**src/rtl/pe_pkg.sv**
```systemverilog
// Shared types and defaults for the PE sequencing controller.
package pe_pkg;

  localparam int DEF_DATA_WIDTH = 16;
  localparam int DEF_MAX_K      = 11;
  localparam int DEF_MAX_N      = 255;
  localparam int DEF_MULT_LAT   = 1;

  typedef enum logic [1:0] {
    ST_IDLE  = 2'd0,
    ST_RUN   = 2'd1,
    ST_DRAIN = 2'd2,
    ST_DONE  = 2'd3
  } pe_state_t;

  // Bits needed to hold any count from 0 up to max_val inclusive.
  function automatic int cnt_width(input int max_val);
    return $clog2(max_val + 1);
  endfunction

endpackage

```
**src/rtl/pe_seq_ctrl_if.sv**
```systemverilog
// Job descriptor, operand handshake and PE control signals of the sequencer.
interface pe_seq_ctrl_if
  import pe_pkg::*;
#(
  parameter int MAX_K = DEF_MAX_K,
  parameter int MAX_N = DEF_MAX_N
) ();

  logic                         cfg_valid;
  logic                         cfg_ready;
  logic [cnt_width(MAX_K)-1:0]  cfg_k;
  logic [cnt_width(MAX_N)-1:0]  cfg_n;
  logic                         abort;
  logic                         in_valid;
  logic                         in_ready;
  logic                         mult_seln;
  logic                         acc_seln;
  logic                         opsum_valid;
  logic                         busy;
  logic                         done;
  logic                         cfg_err;

  modport master (
    output cfg_valid, cfg_k, cfg_n, abort, in_valid,
    input  cfg_ready, in_ready, mult_seln, acc_seln, opsum_valid, busy, done, cfg_err
  );

  modport slave (
    input  cfg_valid, cfg_k, cfg_n, abort, in_valid,
    output cfg_ready, in_ready, mult_seln, acc_seln, opsum_valid, busy, done, cfg_err
  );

endinterface

```
**src/rtl/pe_seq_ctrl_delay.sv**
```systemverilog
// Clearable shift register that lines up per-accept flags with the PE product.
module pe_ctrl_delay #(
  parameter int DEPTH = 1,
  parameter int WIDTH = 3
) (
  input  logic             clk,
  input  logic             rstn,
  input  logic             clr,
  input  logic [WIDTH-1:0] din,
  output logic [WIDTH-1:0] dout
);

  logic [WIDTH-1:0] sr [DEPTH];

  always_ff @(posedge clk) begin
    if (!rstn || clr) begin
      for (int i = 0; i < DEPTH; i++) sr[i] <= '0;
    end else begin
      sr[0] <= din;
      for (int i = 1; i < DEPTH; i++) sr[i] <= sr[i-1];
    end
  end

  assign dout = sr[DEPTH-1];

endmodule

```
**src/rtl/pe_seq_ctrl.sv**
```systemverilog
// PE sequencer: steps k taps by n windows and drives the PE multiply and
// accumulate selects, delayed to match the multiplier latency.
module pe_seq_ctrl
  import pe_pkg::*;
#(
  parameter int DATA_WIDTH = DEF_DATA_WIDTH,
  parameter int MAX_K      = DEF_MAX_K,
  parameter int MAX_N      = DEF_MAX_N,
  parameter int MULT_LAT   = DEF_MULT_LAT
) (
  input  logic         clk,
  input  logic         rstn,
  pe_seq_ctrl_if.slave bus
);

  localparam int KW = cnt_width(MAX_K);
  localparam int NW = cnt_width(MAX_N);
  localparam int LW = cnt_width(MULT_LAT);
  localparam bit PARAMS_OK = (DATA_WIDTH > 0) && (MULT_LAT > 0);

  pe_state_t         state;
  logic [KW-1:0]     k_reg, tap_cnt;
  logic [NW-1:0]     n_reg, win_cnt;
  logic [LW-1:0]     drain_cnt;
  logic              cfg_ready_r, in_ready_r, busy_r, done_r, cfg_err_r;
  logic              cfg_ok, kill, accept, first_tap, last_tap, last_win;
  logic [2:0]        d_out;

  assign cfg_ok    = PARAMS_OK
                     && (bus.cfg_k != '0) && (bus.cfg_k <= KW'(MAX_K))
                     && (bus.cfg_n != '0) && (bus.cfg_n <= NW'(MAX_N));
  assign kill      = bus.abort && (state != ST_IDLE);
  assign accept    = bus.in_valid && in_ready_r && !bus.abort;
  assign first_tap = (tap_cnt == '0);
  assign last_tap  = (tap_cnt == k_reg - KW'(1));
  assign last_win  = (win_cnt == n_reg - NW'(1));

  // Abort outranks every state transition; in IDLE it only blocks the handshake.
  always_ff @(posedge clk) begin
    if (!rstn) begin
      state       <= ST_IDLE;
      k_reg       <= '0;
      n_reg       <= '0;
      tap_cnt     <= '0;
      win_cnt     <= '0;
      drain_cnt   <= '0;
      cfg_ready_r <= 1'b1;
      in_ready_r  <= 1'b0;
      busy_r      <= 1'b0;
      done_r      <= 1'b0;
      cfg_err_r   <= 1'b0;
    end else begin
      done_r    <= 1'b0;
      cfg_err_r <= 1'b0;
      if (kill) begin
        state       <= ST_IDLE;
        tap_cnt     <= '0;
        win_cnt     <= '0;
        drain_cnt   <= '0;
        cfg_ready_r <= 1'b1;
        in_ready_r  <= 1'b0;
        busy_r      <= 1'b0;
      end else begin
        case (state)
          ST_IDLE: begin
            if (bus.cfg_valid && !bus.abort) begin
              if (cfg_ok) begin
                k_reg       <= bus.cfg_k;
                n_reg       <= bus.cfg_n;
                tap_cnt     <= '0;
                win_cnt     <= '0;
                state       <= ST_RUN;
                cfg_ready_r <= 1'b0;
                in_ready_r  <= 1'b1;
                busy_r      <= 1'b1;
              end else begin
                cfg_err_r <= 1'b1;
              end
            end
          end
          ST_RUN: begin
            if (accept) begin
              if (last_tap) begin
                tap_cnt <= '0;
                if (last_win) begin
                  state      <= ST_DRAIN;
                  in_ready_r <= 1'b0;
                  drain_cnt  <= '0;
                end else begin
                  win_cnt <= win_cnt + NW'(1);
                end
              end else begin
                tap_cnt <= tap_cnt + KW'(1);
              end
            end
          end
          ST_DRAIN: begin
            if (drain_cnt == LW'(MULT_LAT - 1)) begin
              state  <= ST_DONE;
              done_r <= 1'b1;
            end else begin
              drain_cnt <= drain_cnt + LW'(1);
            end
          end
          ST_DONE: begin
            state       <= ST_IDLE;
            busy_r      <= 1'b0;
            cfg_ready_r <= 1'b1;
          end
          default: state <= ST_IDLE;
        endcase
      end
    end
  end

  pe_ctrl_delay #(
    .DEPTH (MULT_LAT),
    .WIDTH (3)
  ) u_delay (
    .clk  (clk),
    .rstn (rstn),
    .clr  (kill),
    .din  ({accept, first_tap, last_tap}),
    .dout (d_out)
  );

  assign bus.cfg_ready   = cfg_ready_r;
  assign bus.in_ready    = in_ready_r;
  assign bus.busy        = busy_r;
  assign bus.done        = done_r;
  assign bus.cfg_err     = cfg_err_r;
  assign bus.mult_seln   = d_out[2];
  assign bus.acc_seln    = d_out[2] & d_out[1];
  assign bus.opsum_valid = d_out[2] & d_out[0];

endmodule

```
**src/flat_wrapper.sv**
```systemverilog
// flat-port wrapper written by rule: the top's interface ports become plain ports
module pe_seq_ctrl_flat import pe_pkg::*;
#(
  parameter int DATA_WIDTH = DEF_DATA_WIDTH,
  parameter int MAX_K      = DEF_MAX_K,
  parameter int MAX_N      = DEF_MAX_N,
  parameter int MULT_LAT   = DEF_MULT_LAT
)
  (clk, rstn, bus_cfg_valid, bus_cfg_k, bus_cfg_n, bus_abort, bus_in_valid, bus_cfg_ready, bus_in_ready, bus_mult_seln, bus_acc_seln, bus_opsum_valid, bus_busy, bus_done, bus_cfg_err);
  pe_seq_ctrl_if #(.MAX_K(MAX_K), .MAX_N(MAX_N)) bus_i ();
  input  logic clk;
  input  logic rstn;
  input wire logic [$bits(bus_i.cfg_valid)-1:0] bus_cfg_valid;
  input wire logic [$bits(bus_i.cfg_k)-1:0] bus_cfg_k;
  input wire logic [$bits(bus_i.cfg_n)-1:0] bus_cfg_n;
  input wire logic [$bits(bus_i.abort)-1:0] bus_abort;
  input wire logic [$bits(bus_i.in_valid)-1:0] bus_in_valid;
  output wire logic [$bits(bus_i.cfg_ready)-1:0] bus_cfg_ready;
  output wire logic [$bits(bus_i.in_ready)-1:0] bus_in_ready;
  output wire logic [$bits(bus_i.mult_seln)-1:0] bus_mult_seln;
  output wire logic [$bits(bus_i.acc_seln)-1:0] bus_acc_seln;
  output wire logic [$bits(bus_i.opsum_valid)-1:0] bus_opsum_valid;
  output wire logic [$bits(bus_i.busy)-1:0] bus_busy;
  output wire logic [$bits(bus_i.done)-1:0] bus_done;
  output wire logic [$bits(bus_i.cfg_err)-1:0] bus_cfg_err;
  assign bus_i.cfg_valid = bus_cfg_valid;
  assign bus_i.cfg_k = bus_cfg_k;
  assign bus_i.cfg_n = bus_cfg_n;
  assign bus_i.abort = bus_abort;
  assign bus_i.in_valid = bus_in_valid;
  assign bus_cfg_ready = bus_i.cfg_ready;
  assign bus_in_ready = bus_i.in_ready;
  assign bus_mult_seln = bus_i.mult_seln;
  assign bus_acc_seln = bus_i.acc_seln;
  assign bus_opsum_valid = bus_i.opsum_valid;
  assign bus_busy = bus_i.busy;
  assign bus_done = bus_i.done;
  assign bus_cfg_err = bus_i.cfg_err;
  pe_seq_ctrl #(.DATA_WIDTH(DATA_WIDTH), .MAX_K(MAX_K), .MAX_N(MAX_N), .MULT_LAT(MULT_LAT)) u_core (.clk(clk), .rstn(rstn), .bus(bus_i));
endmodule
```
**config.mk**
```make
export PLATFORM = sky130hd
export DESIGN_NAME = pe_seq_ctrl_flat
export DESIGN_NICKNAME = d
export VERILOG_FILES = /design/src/rtl/pe_pkg.sv /design/src/rtl/pe_seq_ctrl_if.sv /design/src/rtl/pe_seq_ctrl_delay.sv /design/src/rtl/pe_seq_ctrl.sv /design/src/flat_wrapper.sv
export SDC_FILE = /design/constraint.sdc
export NUM_CORES = 1
export LEC_CHECK = 0
export CAP_MARGIN = 40
export CORE_MARGIN = 2
export CORE_UTILIZATION = 42
export CTS_CLUSTER_DIAMETER = 30
export DETAILED_ROUTE_END_ITERATION = 12
export PLACE_DENSITY = 0.62
export SLEW_MARGIN = 15
export SYNTH_ARGS = -nofsm -noshare
export SYNTH_HDL_FRONTEND = slang
export SYNTH_SLANG_ARGS = --single-unit
```
**constraint.sdc**
```tcl
create_clock -name clk -period 2.2 [get_ports clk]
set_input_delay 0.44 -clock clk [delete_from_list [all_inputs] [get_ports clk]]
set_output_delay 0.44 -clock clk [all_outputs]
set_load 0.02 [all_outputs]
```
Word level (Yosys, flattened, before mapping) --
Memories as Yosys holds them, arrays and structs flattened. Index checks and enable logic that the tools add are counted.
Storage, ports and cells: latch bits 0, logic and storage cells 104, bits of input ports 17, register bits after elaboration 32, bits in read-only memories 0, RAM bits 3, memories kept 1
Memory list:
- u_core.u_delay.sr | words 1, bits a word 3, rd ports 1, clocked after memory_dff 0, wr ports 1, RTL line pe_seq_ctrl_delay.sv:13 | logic [WIDTH-1:0] sr [DEPTH];
Operators by class: divide/modulo/power cells 0, mux-type cells 37, equality and inequality tests 12, $mul 0, $add $sub $neg 5, shift-type cells 0, bitwise operators 7, magnitude comparators 2, reduce and logical (&&, ||, !) cells 29
Operators by type and width (number):
- 2-to-1 mux 8 bit | 5
- AND reduction 6 bit | 3
- 2-to-1 mux 4 bit | 4
- one-hot mux 8 bit (2 select lines) | 1
- 2-to-1 mux 1 bit | 14
- 2-to-1 mux 2 bit | 6
- AND reduction 4 bit | 3
- != test 2 x 1 -> 1 bit, second input constant | 5
- adder 8 x 1 -> 8 bit, second input constant | 1
- equality test 8 bit | 1
- <= comparator 8 bit, second input constant | 1
- one-hot mux 1 bit (2 select lines) | 4
- one-hot mux 2 bit (4 select lines) | 1
- one-hot mux 4 bit (2 select lines) | 1
- nonzero test 2 bit | 4
- nonzero test 8 bit | 1
- subtractor 8 x 1 -> 8 bit, second input constant | 1
- logical AND 1 bit | 7
- OR reduction 3 bit | 2
- NOT 1 bit | 5
- adder 4 x 1 -> 4 bit, second input constant | 1
- equality test 2 bit, second input constant | 2
- equality test 4 bit | 1
- <= comparator 4 bit, second input constant | 1
- other kinds (14) | 17

Longest topological paths before layout --
Gate-level depths: netlist of the first run.
word-level depth 7, depth in mapped cells 9

Hierarchy --
A second synthesis of the first run with hierarchy kept.
Unflattened totals: cell total of the unflattened synthesis 226, area, all modules 2035.7 µm²
By module, submodules not included:
- pe_seq_ctrl | seq. area each 620.6 µm², times used 1, cells each 220, area each 1949.4 µm²
- pe_ctrl_delay | seq. area each 60.1 µm², times used 1, cells each 6, area each 86.3 µm²

Worst setup path before layout of the first run --
OpenSTA, ideal clock, no wires.
path type register to register, from register u_core.n_reg[0], to register u_core.state[0], cell stages (with the launch flop) 7, buffers on the path 0, arrival 2010 ps, data required time 2121 ps, path slack 110 ps, cells stage by stage dfxtp_1 > or4_4 > nor4_1 > nor4_2 > o31a_1 > or2_4 > a211oi_2
Between the ends: cells in the longest elaborated chain, start to end 4
RTL lines:
- from (decl) | RTL line pe_seq_ctrl.sv:23 | logic [NW-1:0] n_reg, win_cnt;
- from (signal assigned) | RTL line pe_seq_ctrl.sv:69 | n_reg <= bus.cfg_n;
- subtractor 8 x 1 -> 8 bit | RTL line pe_seq_ctrl.sv:36 | assign last_win = (win_cnt == n_reg - NW'(1));
- equality test 8 bit | RTL line pe_seq_ctrl.sv:36
- != test 2 x 1 -> 1 bit (no source line)
- AND reduction 6 bit (no source line)
- to (signal assigned) | RTL line pe_seq_ctrl.sv:41 | state <= ST_IDLE;
- to (signal assigned) | RTL line pe_seq_ctrl.sv:56 | state <= ST_IDLE;
- to (signal assigned) | RTL line pe_seq_ctrl.sv:72 | state <= ST_RUN;
- to (decl) | RTL line pe_seq_ctrl.sv:21 | pe_state_t state;
No other way between the ends. A chain may end at the register's enable or synchronous reset.

Worst setup path in the final report of the first run --
from register u_core.n_reg[1], to register u_core.win_cnt[2]
Between the ends: cells in the longest elaborated chain, start to end 4
RTL lines:
- subtractor 8 x 1 -> 8 bit | RTL line pe_seq_ctrl.sv:36
- equality test 8 bit | RTL line pe_seq_ctrl.sv:36
- != test 2 bit (no source line)
- AND reduction 6 bit (no source line)
- to (signal assigned) | RTL line pe_seq_ctrl.sv:90 | win_cnt <= win_cnt + NW'(1);
- to (decl) | RTL line pe_seq_ctrl.sv:23
No other way between the ends.

==> metrics.yaml, run 1 <==
irDropWorstVdd_uv: 478
drt-wirelength-per-cell_um: 13.7
synth_top_area_share: 0.351
ant_nets: 0
status: "finished, final reports clean"
numClockSinks: 34
required_ns: 2.42
switchingPower_mw: 0.644
synthTopCellsByArea: "dfxtp_1 35%, mux2i_1 7.7%, ha_1 5.8%"
drcViolationCount: 0
clkPwrFrac: 0.335
arrival_ns: 2.38
dieArea_um2: 5180
final_max_slew_viol_count: 0
p_sw_frac: 0.307
yosys_warnings: 0
syn_area_um2: 1940
p_leak_nw: 1.11
drtIter0Drc: 103
diodes: 0
fin_nets: 303
final_hold_viol_count: 0
rsz0062_at_grt: "yes"
yosysSeqAreaShare: 0.351
worst_slack_ns: 0.0426
syn-num-nets: 250
initial_core_util: 0.440
crit_type: "reg -> reg"
skew_ns: 0.00432
die_h_um: 72.0
p_seq_frac: 0.342
synth-main-ff-cell: "dfxtp_1"
grt_pass1_wl_um: 7690
pwr-share-comb: 0.323
crit_path_start_kind: "register"
avgSynthCellArea_um2: 8.66
dp_hpwl_um: 3430
die_x_um: 72.0
cp-end-kind: "register"
area_delta_synth_final_pct: 37.7
drive_gt1_frac: 0.212
post-route-util: 0.605
port_buffers: 24
grt_pass1_vias: 1699
power_density_nw_per_um2: 786
async_flop_share: 0
layout_min_cycle_time_ns: 2.16
worst_slew_pin_slew_ns: 0.405
vias: 1741
cap_viol_max_count: 0
clkLatencyLatePin_ns: 0.29
io_pins: 25
avgViaCountPerCell: 5.28
internal-power_mw: 1.46
synth_edf_count: 0
hold_path_class: "reg -> reg"
post_cts_buffers: 0
grt.overflow.total: 0
synth.distinct_cells: 51
hold_ws_ns: 0.503
grt.total_usage: 0.193
dp_slack_ns: -0.155
synth.most_common_cell: "dfxtp_1"
setup_viol: 0
crit_path_max_fanout: 5
core_um2: 4410
fmax_mhz: 464
numCtsBuffers: 5
num_rows: 24
antenna_found_initial: 0
yosysTopAreaCell: "dfxtp_1"
drt_pass1_iterations: 4
clockBufferDepth: 2
cts_tree: "done"
netlist_instances: 224
gp_congestion: 0.743
synth_common_cells: "34 x dfxtp_1, 26 x nor2_1, 19 x nand2_1"
path_clk_slew_ns: 0.08
grt_max_degree: 15
post-route-period-util: 0.981
cts_root_buf: "clkbuf_8"
cts_hold_buf: 0
routed_wl_um: 4530
cts_htree_levels: 2
ys_ff_latch: 34
maxSlewHeadroom: 0.730
## critical path, cell delays in order (launching register included)
cell	delay [ns]
dfxtp_4	0.37
or4_4	0.58
nor4_4	0.34
nor4_4	0.09
or3_4	0.38
or2_0	0.23
a31oi_1	0.11
## timing repair
item | in CTS | in global routing
setup endpoints to repair | 8 | 10
pin swaps | 2 | 10
gates resized for setup | 6 | 15
## kinds of logic after synthesis
| kind of cell | after synthesis | share of synthesized area |
|---|---|---|
| buffers and inverters | 17 | 0.0387 |
| adders and majority gates | 9 | 0.0580 |
| and+or+nand+nor | 97 | 0.269 |
| AOI/OAI and AO/OA | 36 | 0.126 |
| DFF | 34 | 0.351 |
| muxes | 15 | 0.0774 |
| xor gates and xnor gates | 16 | 0.0799 |
## final timing paths
path	start	to	slack, ns	cells past startpoint
worst max-delay path	u_core.n_reg[1]	u_core.win_cnt[2]	0.04	6
worst min-delay path	u_core.state[1]	u_core.state[1]	0.50	2
worst max register to register	u_core.n_reg[1]	u_core.win_cnt[2]	0.04	6
worst min register to register	u_core.state[1]	u_core.state[1]	0.50	2
## layer usage
metal / wire, um / vias up / track usage
li1: - / 902 / -
met1: 2160 / 811 / 0.239
met2: 2190 / 21 / 0.329
met3: 116 / 7 / 0.0431
met4: 67 / 0 / 0.0692
met5: 0 / - / 0
## per-stage QoR
stage	setup TNS, ns	power [mW]	cell area, um^2	std cells
2_1_floorplan	0	1.13	1940	224
3_3_place_gp	-1.05	1.37	2430	322
3_5_place_dp	-0.800	1.38	2430	322
4_1_cts	0	2.09	2590	330
5_1_grt	-0.152	2.22	2670	330
6_report	0	2.10	2670	330
## power by group through the flow
stage                     clock [mW]  combinational [mW]  sequential [mW]
after floorplan                    0               0.393            0.738
after global placement             0               0.639            0.730
after detailed placement           0               0.646            0.729
after CTS                      0.718               0.659            0.717
after global routing           0.744               0.754            0.725
final                          0.705               0.678            0.718
## layout make-up
type	count	area, um^2
clock buffer	5	68.8
clock inverter	3	68.8
fill	388	1740
inverter	12	45.0
multi-input combinational	173	1280
sequential	34	691
tap	52	65.1
timing repair buffer	51	455
## cells in the final DEF (no fill, tap or decap), types with 4 or more instances in the layout
master,Yosys,final
nand3_1,7,7
a21oi_1,10,10
nand4_1,4,4
xnor2_1,8,8
nor2_1,26,25
buf_4,0,26
and2_1,7,7
clkdlybuf4s50_1,0,24
dfxtp_1,34,30
nor3_1,5,4
inv_1,12,12
ha_1,9,8
clkbuf_8,1,5
mux2i_1,15,15
o21ai_0,5,4
nand2_1,19,19
xor2_1,7,6
(Power assumes the default switching activity.)
==> run 2: changes to the inputs <==
--- a/config.mk
+++ b/config.mk
@@ -7,10 +7,10 @@
 export LEC_CHECK = 0
 export CAP_MARGIN = 40
 export CORE_MARGIN = 2
-export CORE_UTILIZATION = 42
+export CORE_UTILIZATION = 49
 export CTS_CLUSTER_DIAMETER = 30
 export DETAILED_ROUTE_END_ITERATION = 12
-export PLACE_DENSITY = 0.62
+export PLACE_DENSITY = 0.71
 export SLEW_MARGIN = 15
 export SYNTH_ARGS = -nofsm -noshare
 export SYNTH_HDL_FRONTEND = slang
==> run 2 against run 1 <==
  * The run now ends with setup timing left
  * Global-route usage grew 3.5 points
  * Clock-buffer cell count increased by 1
  * Register-to-register slack got worse by 0.08 ns
  * Largest cell class unchanged
==> metrics.yaml, run 2 (same netlist as run 1, synthesis figures left out) <==
crit_path_start_kind: "register"
r2r_end: "u_core.state[0]"
maxSlewHeadroom: 0.722
path_clk_slew_ns: 0.07
clkLatencyLatePin_ns: 0.28
rsz0062_at_grt: "yes"
rrSetupSlack_ns: -0.04
post-route-period-util: 1.02
core_um2: 3740
numClockSinks: 34
vias: 1778
grt.overflow.total: 0
worst_slew_pin_slew_ns: 0.415
final_area_um2: 2710
grt_max_degree: 15
gp_congestion: 0.814
setup_viol: 2
r2r-start: "u_core.n_reg[0]"
violations: "setup timing"
die_h_um: 66.9
avgViaCountPerCell: 5.42
drt-wirelength-per-cell_um: 14.7
total_power_mw: 2.01
cap_viol_max_count: 0
num_rows: 22
cp-end-kind: "register"
status: "finished with violations"
dieArea_um2: 4480
grt_pass1_wl_um: 7650
routed_wl_um: 4810
mostFrequentLayoutCells: "32 x dfxtp_1, 29 x buf_4, 25 x nor2_1"
skew_ns: 0.00495
p_leak_nw: 1.13
worst_slack_ns: -0.0383
power_density_nw_per_um2: 744
layout_min_cycle_time_ns: 2.24
timing.setup.tns_ns: -0.0588
layout.cells.most_common: "dfxtp_1"
numCtsBuffers: 5
cts_tree: "done"
diodes: 0
die_x_um: 66.9
cts_root_buf: "clkbuf_8"
hold_ws_ns: 0.512
grt_pass1_vias: 1711
dp_slack_ns: -0.183
initial_core_util: 0.518
io_pins: 25
area_delta_synth_final_pct: 39.5
clockBufferDepth: 2
final_hold_viol_count: 0
hold_path_class: "reg -> reg"
hold_start: "u_core.win_cnt[4]"
required_ns: 2.41
drive_gt1_frac: 0.243
antenna_found_initial: 0
dp_hpwl_um: 3490
worstHoldPathCells: 2
r2r_cells: 6
drtIter0Drc: 50
crit_path_max_fanout: 4
irDropWorstVdd_uv: 497
grt.total_usage: 0.227
fmax_mhz: 447
min_to: "u_core.win_cnt[4]"
drt_pass1_iterations: 4
drcViolationCount: 0
placed_cell_area_um2: 2450
cts_hold_buf: 0
fin_nets: 306
post_cts_buffers: 0
final_max_slew_viol_count: 0
port_buffers: 24
cts_htree_levels: 2
arrival_ns: 2.45
ant_nets: 0
crit_type: "reg -> reg"
## run 2: worst max path at each step
stage | startpoint | end | slack, ns | depth (start not counted)
3_3_place_gp | bus_cfg_k[3] | u_core.win_cnt[6] | -0.16 | 7
6_report | u_core.n_reg[0] | u_core.state[0] | -0.04 | 6
5_1_grt | u_core.n_reg[0] | u_core.state[0] | -0.09 | 6
2_1_floorplan | u_core.n_reg[0] | u_core.state[0] | 0.11 | 6
4_1_cts | u_core.n_reg[1] | u_core.win_cnt[7] | -0.006 | 10
3_5_place_dp | bus_cfg_k[3] | u_core.win_cnt[6] | -0.18 | 7
## run 2: power by group
group          switching (mW)  total, mW  internal (mW)
Clock                   0.224      0.587          0.362
Combinational           0.364      0.709          0.345
Sequential             0.0491      0.718          0.669
Total                   0.637       2.01           1.38
## run 2: area by class of cell
| cell class | instances | area [um^2] |
|---|---|---|
| clock buffers | 6 | 82.6 |
| clock inverters | 1 | 30.0 |
| fillers | 285 | 1040 |
| inverters | 12 | 45.0 |
| multi-input cells | 173 | 1320 |
| flip-flops and latches | 34 | 688 |
| well taps | 48 | 60.1 |
| repair buffers | 54 | 478 |
## run 2: what timing repair did
action,4_1_cts,5_1_grt
endpoints found under the hold margin,0,0
setup endpoints to repair,10,11
gates resized for setup,4,26
pin swaps,1,8
## run 2: stage by stage
stage          utilization  instances
5_1_grt              0.723        328
3_3_place_gp         0.654        321
4_1_cts              0.691        328
3_5_place_dp         0.654        321
2_1_floorplan            -        224
6_report             0.723        328
## run 2: metal layers
metal / part of all wire / up-vias / track usage
met5: 0 / - / 0
met4: 0.011 / 0 / 0.0765
met3: 0.030 / 6 / 0.0372
met2: 0.52 / 28 / 0.416
met1: 0.44 / 846 / 0.266
li1: - / 898 / -
## run 2: worst max-delay path, stage by stage (launching register included)
cell      delay [ns]
dfxtp_4         0.36
or4_4           0.58
nor4_4          0.37
nor4_4          0.10
o31a_1          0.28
or2_4           0.27
a211oi_2        0.20
==> run 3: changes to the inputs <==
--- a/config.mk
+++ b/config.mk
@@ -6,8 +6,10 @@
 export NUM_CORES = 1
 export LEC_CHECK = 0
 export CAP_MARGIN = 40
+export CELL_PAD_IN_SITES_DETAIL_PLACEMENT = 1
+export CELL_PAD_IN_SITES_GLOBAL_PLACEMENT = 2
 export CORE_MARGIN = 2
-export CORE_UTILIZATION = 49
+export CORE_UTILIZATION = 30
 export CTS_CLUSTER_DIAMETER = 30
 export DETAILED_ROUTE_END_ITERATION = 12
 export PLACE_DENSITY = 0.71
@@ -15,3 +17,4 @@
 export SYNTH_ARGS = -nofsm -noshare
 export SYNTH_HDL_FRONTEND = slang
 export SYNTH_SLANG_ARGS = --single-unit
+export TNS_END_PERCENT = 100
==> run 3 against run 2 <==
  * Register-to-register slack gained 0.03 ns
  * Final area is 1.9% higher
  * Fmax rose by 1.4%
  * Non-clock buffer count is 10 higher
  * The flow still finishes with violations (setup timing)
  * Critical endpoint unchanged
  * Sequential share of layout area is 0.29 points lower
  * Sequential cell count did not move
  * Worst setup slack better by 0.030 ns
  * Cell count up 12%
  * Highest routed layer unchanged
  * Wire length up 13%
  * Largest cell class unchanged
  * Utilization is 29 points lower
  * Power down 4.8%
==> metrics.yaml, run 3 (same netlist as run 1, synthesis figures left out) <==
status: "finished with violations"
violations: "setup timing"
hold_ws_ns: 0.492
numClockSinks: 34
cap_viol_max_count: 0
drcViolationCount: 0
cts_htree_levels: 2
internal-power_mw: 1.28
pwr-share-comb: 0.372
clkPwrFrac: 0.253
layout.cells.non_filler: 368
placed_cell_area_um2: 2550
ant_nets: 0
layout_min_cycle_time_ns: 2.21
grt_pass1_wl_um: 9270
layout.cells.most_common: "buf_4"
clkLatencyLatePin_ns: 0.29
drive_gt1_frac: 0.258
post-route-period-util: 1.00
initial_core_util: 0.307
drtIter0Drc: 50
crit_path_max_fanout: 5
busiest_layer: "met2"
area_delta_synth_final_pct: 42.2
worst_slack_ns: -0.00840
diodes: 0
core_um2: 6310
crit_type: "reg -> reg"
drt-wirelength-per-cell_um: 14.7
grt_pass1_vias: 1989
rsz0062_at_grt: "yes"
skew_ns: 0.00274
required_ns: 2.41
gp_congestion: 0.783
hold_path_class: "reg -> reg"
p_sw_frac: 0.335
switchingPower_mw: 0.641
num_rows: 29
dp_slack_ns: -0.187
fmax_mhz: 453
setup_viol: 2
grt.total_usage: 0.162
die_x_um: 84.4
dp_hpwl_um: 4280
cts_tree: "done"
numCtsBuffers: 5
drt_pass1_iterations: 4
final_hold_viol_count: 0
port_buffers: 24
path_clk_slew_ns: 0.07
power_density_nw_per_um2: 695
grt.overflow.total: 0
fin_nets: 316
met3_usage: 0.0452
use_met1: 0.190
worst_slew_pin_slew_ns: 0.431
final_area_um2: 2760
mostFrequentLayoutCells: "38 x buf_4, 28 x dfxtp_1, 26 x nor2_1"
cp-end-kind: "register"
fillers: 741
cts_hold_buf: 0
irDropWorstVdd_uv: 510
grt_max_degree: 15
p_seq_frac: 0.374
io_pins: 25
p_leak_nw: 1.16
antenna_found_initial: 0
routed_wl_um: 5420
dieArea_um2: 7130
arrival_ns: 2.42
avgViaCountPerCell: 4.95
die_h_um: 84.4
timing.setup.tns_ns: -0.0133
maxSlewHeadroom: 0.713
clockBufferDepth: 2
final_max_slew_viol_count: 0
crit_path_start_kind: "register"
grt_use_met2: 0.295
dp_cells: 359
vias: 1823
cts_root_buf: "clkbuf_8"
-- run 3: cell count changes in the layout (fill, tap and decap cells not counted), sizes merged --
cell,previous run,this run
clkinv,0,1
bufinv,1,0
clkbuf,6,7
buf,30,40
-- run 3: power by group through the flow --
stage                     Sequential (mW)  Clock, mW  Combinational (mW)
after floorplan                     0.738          0               0.393
after global placement              0.730          0               0.680
after detailed placement            0.732          0               0.688
after CTS                           0.719      0.510               0.703
after global routing                0.725      0.538               0.793
final                               0.717      0.486               0.714
-- run 3: through the flow --
stage,util,power (mW)
global route,0.437,2.06
floorplan,-,1.13
detailed placement,0.404,1.42
CTS,0.427,1.93
global placement,0.404,1.41
finish,0.437,1.92
-- run 3: cell type report --
class / count / area [um^2] / area share
Multi-Input combinational cell: 173 / 1280 / 0.463
Sequential cell: 34 / 693 / 0.251
Timing Repair Buffer: 64 / 557 / 0.202
Tap cell: 77 / 96.3 / 0.0349
Clock buffer: 7 / 86.3 / 0.0313
Inverter: 12 / 45.0 / 0.0163
Clock inverter: 1 / 5.00 / 0.00181
-- run 3: worst paths after layout --
check,endpoint,depth (start not counted),startpoint,slack (ns)
setup / recovery,u_core.state[0],6,u_core.n_reg[0],-0.008
hold / removal,u_core.win_cnt[7],2,u_core.win_cnt[7],0.49
setup reg to reg,u_core.state[0],6,u_core.n_reg[0],-0.008
hold reg to reg,u_core.win_cnt[7],2,u_core.win_cnt[7],0.49
-- run 3: critical path: stages (launching register included) --
cell and delay, ns:
dfxtp_4 0.37, or4_4 0.57, nor4_4 0.32, nor4_4 0.09, o31a_1 0.30, or2_4 0.28
a211oi_2 0.20
-- run 3: repair_timing --
action | 4_1_cts | 5_1_grt
endpoints found under the setup margin | 11 | 11
buffers inserted | 1 | 0
pin swaps | 4 | 7
resized for setup | 10 | 16
-- run 3: routing by layer --
metal  part of all wire  wire length (um)
met5                  0                 0
met4              0.012                64
met3              0.021               112
met2               0.53              2860
met1               0.44              2390
